## config.mk

```make
export PLATFORM = sky130hd
export DESIGN_NAME = transceiver_sched
export DESIGN_NICKNAME = d
export VERILOG_FILES = /design/src/rtl/transceiver_sched.sv
export SDC_FILE = /design/constraint.sdc
export NUM_CORES = 1
export LEC_CHECK = 0
export CELL_PAD_IN_SITES_DETAIL_PLACEMENT = 1
export CELL_PAD_IN_SITES_GLOBAL_PLACEMENT = 2
export CORE_MARGIN = 4
export CORE_UTILIZATION = 30
export CTS_CLUSTER_DIAMETER = 30
export CTS_CLUSTER_SIZE = 20
export DETAILED_ROUTE_END_ITERATION = 12
export PLACE_DENSITY_LB_ADDON = 0.05
export SYNTH_ARGS = -nofsm -noshare
export SYNTH_HDL_FRONTEND = slang
export SYNTH_SLANG_ARGS = --single-unit
```

## constraint.sdc

```tcl
create_clock -name clk -period 2.73 [get_ports clk]
set_input_delay 0.546 -clock clk [delete_from_list [all_inputs] [get_ports clk]]
set_output_delay 0.546 -clock clk [all_outputs]
set_load 0.03 [all_outputs]
```

## src/rtl/transceiver_sched.sv

```systemverilog
// Round-robin scheduler sharing one serial transceiver among NUM_REQ byte requesters.
// Bytes go out LSB-first on tx_data/tx_en, then the decoded byte (or a timeout) comes back as a tagged response.
module transceiver_sched #(
  parameter int NUM_REQ = 4,
  parameter int ID_W    = 2,
  parameter int TIMEOUT = 256
) (
  input  logic                 clk,
  input  logic                 rst,
  input  logic [NUM_REQ-1:0]   req_valid,
  input  logic [8*NUM_REQ-1:0] req_data,
  output logic [NUM_REQ-1:0]   req_ready,
  output logic                 tx_en,
  output logic                 tx_data,
  input  logic                 rx_done,
  input  logic [7:0]           rx_byte,
  output logic                 busy,
  output logic                 rsp_valid,
  output logic [ID_W-1:0]      rsp_id,
  output logic [7:0]           rsp_data,
  output logic                 rsp_match,
  output logic                 rsp_timeout
);

  typedef enum logic [1:0] {IDLE, SHIFT, WAIT, RESP} state_t;

  state_t          state_q, state_d;
  logic [ID_W-1:0] last_q, last_d;
  logic [ID_W-1:0] id_q, id_d;
  logic [7:0]      byte_q, byte_d;
  logic [2:0]      bit_q, bit_d;
  logic [15:0]     wait_q, wait_d;
  logic            tx_en_q, tx_en_d;
  logic            tx_data_q, tx_data_d;
  logic            busy_q, busy_d;
  logic            rsp_valid_q, rsp_valid_d;
  logic [ID_W-1:0] rsp_id_q, rsp_id_d;
  logic [7:0]      rsp_data_q, rsp_data_d;
  logic            rsp_match_q, rsp_match_d;
  logic            rsp_timeout_q, rsp_timeout_d;

  logic [7:0]      req_bytes [NUM_REQ];
  logic            gnt_found;
  logic [ID_W-1:0] gnt_id;

  for (genvar gi = 0; gi < NUM_REQ; gi++) begin : g_bytes
    assign req_bytes[gi] = req_data[8*gi +: 8];
  end

  // Scan upward from the requester after the last grant, wrapping around.
  always_comb begin
    logic [ID_W-1:0] cand;
    gnt_found = 1'b0;
    gnt_id    = '0;
    cand      = '0;
    for (int k = 1; k <= NUM_REQ; k++) begin
      cand = ID_W'((int'(last_q) + k) % NUM_REQ);
      if (!gnt_found && req_valid[cand]) begin
        gnt_found = 1'b1;
        gnt_id    = cand;
      end
    end
  end

  // Gated by rst so the grant vanishes the moment reset is asserted.
  always_comb begin
    req_ready = '0;
    if (rst && state_q == IDLE && gnt_found) req_ready = NUM_REQ'(1) << gnt_id;
  end

  always_comb begin
    state_d       = state_q;
    last_d        = last_q;
    id_d          = id_q;
    byte_d        = byte_q;
    bit_d         = bit_q;
    wait_d        = wait_q;
    tx_en_d       = tx_en_q;
    tx_data_d     = tx_data_q;
    rsp_valid_d   = 1'b0;
    rsp_id_d      = rsp_id_q;
    rsp_data_d    = rsp_data_q;
    rsp_match_d   = rsp_match_q;
    rsp_timeout_d = rsp_timeout_q;
    case (state_q)
      IDLE: if (gnt_found) begin
        state_d   = SHIFT;
        id_d      = gnt_id;
        last_d    = gnt_id;
        byte_d    = req_bytes[gnt_id];
        bit_d     = 3'd0;
        tx_en_d   = 1'b1;
        tx_data_d = req_bytes[gnt_id][0];
      end
      SHIFT: if (bit_q == 3'd7) begin
        state_d   = WAIT;
        tx_en_d   = 1'b0;
        tx_data_d = 1'b0;
        wait_d    = '0;
      end else begin
        bit_d     = bit_q + 3'd1;
        tx_data_d = byte_q[bit_q + 3'd1];
      end
      WAIT: begin
        // A done on the final cycle takes precedence over the timeout.
        if (rx_done) begin
          state_d       = RESP;
          rsp_valid_d   = 1'b1;
          rsp_id_d      = id_q;
          rsp_data_d    = rx_byte;
          rsp_match_d   = (rx_byte == byte_q);
          rsp_timeout_d = 1'b0;
        end else if (wait_q == 16'(TIMEOUT - 1)) begin
          state_d       = RESP;
          rsp_valid_d   = 1'b1;
          rsp_id_d      = id_q;
          rsp_data_d    = 8'h00;
          rsp_match_d   = 1'b0;
          rsp_timeout_d = 1'b1;
        end else begin
          wait_d = wait_q + 16'd1;
        end
      end
      RESP: state_d = IDLE;
      default: state_d = IDLE;
    endcase
    busy_d = (state_d != IDLE);
  end

  always_ff @(posedge clk or negedge rst) begin
    if (!rst) begin
      state_q       <= IDLE;
      last_q        <= ID_W'(NUM_REQ - 1);
      id_q          <= '0;
      byte_q        <= '0;
      bit_q         <= '0;
      wait_q        <= '0;
      tx_en_q       <= 1'b0;
      tx_data_q     <= 1'b0;
      busy_q        <= 1'b0;
      rsp_valid_q   <= 1'b0;
      rsp_id_q      <= '0;
      rsp_data_q    <= '0;
      rsp_match_q   <= 1'b0;
      rsp_timeout_q <= 1'b0;
    end else begin
      state_q       <= state_d;
      last_q        <= last_d;
      id_q          <= id_d;
      byte_q        <= byte_d;
      bit_q         <= bit_d;
      wait_q        <= wait_d;
      tx_en_q       <= tx_en_d;
      tx_data_q     <= tx_data_d;
      busy_q        <= busy_d;
      rsp_valid_q   <= rsp_valid_d;
      rsp_id_q      <= rsp_id_d;
      rsp_data_q    <= rsp_data_d;
      rsp_match_q   <= rsp_match_d;
      rsp_timeout_q <= rsp_timeout_d;
    end
  end

  assign tx_en       = tx_en_q;
  assign tx_data     = tx_data_q;
  assign busy        = busy_q;
  assign rsp_valid   = rsp_valid_q;
  assign rsp_id      = rsp_id_q;
  assign rsp_data    = rsp_data_q;
  assign rsp_match   = rsp_match_q;
  assign rsp_timeout = rsp_timeout_q;

endmodule

```

==> out/metrics.cfg <==
[outcome]
status = completed

[synthesis]
synth_top_area_cell = dfrtp_1
synth-seq-area-share = 0.458
synth.net_count = 322
post_synth_num_cell_types = 51
syn_area_um2 = 2680
ys_top_cells_by_area = dfrtp_1, mux2i_1, nand2_1
ys_warn_count = 0
synth_seq_cells = 49
yosysMostFrequentCell = dfrtp_1
yosysTopAreaCellShare = 0.439
synth_area_per_cell_um2 = 9.85
synthCells = 272
ys_async_sr_fraction = 1.00
synth_edf_count = 0
ys.flop_type = dfrtp_1
synth_common_cells = dfrtp_1, nand2_1, nor2_1

[floorplanning]
die_h_um = 103
die_x_um = 103
io_pins = 67
rows = 34
start_util = 0.307
die-area_um2 = 10500
core_um2 = 8720

[clock_tree]
cts_root_buf = clkbuf_8
post_cts_buffers = 0
clock_sinks = 49
cts_tree = built
htree_levels = 2
cts-resized-gates = 0
cts_made_buffers = 5
clkTransAtPathRegs_ns = 0.10
insertion_delay_ns = 0.30
postCtsHoldBufs = 0
clockBufferDepth = 2

[power]
p_per_area_nw_per_um2 = 862
power_frac_seq = 0.375
p_clk_frac = 0.172
p_total_mw = 3.11
comb_power_share = 0.453
power.net_switching_mw = 1.22
p_leak_nw = 1.57
peakVddDrop_v = 0.000382
switching_share = 0.394
p_int_mw = 1.89

[setup_path]
crit_type = primary input to output pin
critPathSlowestCell = clkdlybuf4s50_1
arrival_ns = 2.00
critPathMaxStageDelay_ns = 0.52
crit_family = buffers and inverters
crit_path_end_kind = output pin
r2r_end = wait_q[11]$_DFFE_PN0P_
path_cells = clkdlybuf4s50_1 -> nor2b_1 -> a21oi_1 -> o221a_2 -> nor2_1 -> buf_4
timing.rr.start = bit_q[0]$_DFFE_PN0P_
startpoint_type = primary input
r2r_cells = 7
required_ns = 2.18
cp_num_buf_inv = 2
rrSetupSlack_ns = 0.58
crit_start = req_valid[1]
crit_path_max_fanout = 5

[finish]
area_delta_synth_final_pct = 34.5
drive_above_1_share = 0.101
stdcell_area_um2 = 3610
fin_nets = 396
fin_util = 0.413
finalNonFillerCells = 455
n_antenna_cell = 0

[global_route]
grt_pass1_vias = 2377
gr-total-overflow = 0
antenna_found_initial = 0
grt_pass1_wl_mm = 12.2
grtUsageTotal = 0.146
grt_max_degree = 40

[routing]
drt_iter0_markers = 48
routedWlPerCell_um = 16.4
num_vias = 2295
drt_pass1_iterations = 4
routed_via_density = 5.04
wirelength_mm = 7.45
drc = 0
ant_nets = 0

[placement]
dpl_cell_area_um2 = 3490
placedCellCount = 447
port_buffers = 66
gp_congestion = 0.761
hpwl_mm = 5.71

[sta]
max_slew_margin = 0.653
fin_skew_ns = 0.0105
rsz0062_at_grt = false
tns_ns = 0
fmax_mhz = 393
fin_crit_ns = 2.55
setup_violations = 0
slew_viol_final = 0
tightest_slew_ns = 0.520
finalCritPeriodShare = 0.932
hold_violations = 0

[min_path]
hold_path_class = primary input to async pin

[job]
maxCapViolCount = 0

worst reg2reg max path, stage by stage (launching register included):
cell and delay [ns]:
dfrtp_1 0.47, ha_1 0.19, ha_1 0.18, nand3b_1 0.26
a211oi_2 0.54, nand4b_1 0.19, xor2_1 0.17, nor2_1 0.05
cell families (layout without fill, tap and decap cells):
kind of cell	count (synthesis)	count (layout)	share of synthesized area
fa+ha+maj	3	3	0.0140
xor+xnor	18	18	0.0588
mux	22	22	0.0845
buf+inv	13	88	0.0219
compound gates	50	50	0.133
flops	49	49	0.458
simple gates	117	117	0.230
worst max-delay path by stage:
stage,to,cells past startpoint,slack (ns)
CTS,req_ready[0],6,0.14
global route,req_ready[0],7,0.1
finish,req_ready[3],6,0.18
global placement,req_ready[2],6,0.21
detailed placement,req_ready[0],6,0.15
floorplan,req_ready[2],6,0.26
state kept, by name, indices dropped and copies added, names as in the netlist:
register / count
rsp_data: 8
bit_q: 3
tx_en: 1
rsp_valid: 1
tx_data: 1
byte_q: 8
state_q: 2
wait_q: 16
rsp_id: 2
rsp_match: 1
busy: 1
rsp_timeout: 1
id_q: 2
last_q: 2
power by group through the flow:
stage | clock network (mW) | registers [mW] | logic [mW]
after global routing | 0.581 | 1.21 | 1.57
after detailed placement | 0 | 1.18 | 1.43
after floorplan | 0 | 1.30 | 0.769
after global placement | 0 | 1.18 | 1.41
final | 0.536 | 1.17 | 1.41
after CTS | 0.560 | 1.17 | 1.43
cell usage in the layout, fill, tap and decap left out, types with 4 or more instances in the layout:
master	count
a31oi_1	6
clkdlybuf4s50_1	61
xor2_1	10
nand2_1	40
mux2i_1	20
dfrtp_1	47
xnor2_1	8
inv_1	4
nand3_1	12
nand2b_1	5
buf_4	13
nand4_1	7
nor3_1	4
clkbuf_8	5
o21ai_0	14
o221ai_1	9
nor2_1	23
stage by stage:
stage	setup slack, ns	hold slack [ns]
global route	0.0979	0.130
floorplan	0.263	0.250
finish	0.184	0.131
detailed placement	0.146	0.470
CTS	0.137	0.132
global placement	0.212	0.461
layout make-up:
class,count,area (um^2)
flip-flops and latches,49,1230
inverters,5,18.8
clock inverters,3,43.8
fillers,1000,5110
well taps,108,135
clock buffers,5,68.8
repair buffers,75,713
multi-input cells,210,1400
layer usage:
metal / part of all wire / wire length [um] / global-route usage
met3: 0.032 / 241 / 0.0250
met1: 0.50 / 3700 / 0.215
met4: 0.0058 / 43 / 0.0272
met5: 0 / 0 / 0
met2: 0.47 / 3470 / 0.228
(Power assumes the default switching activity.)
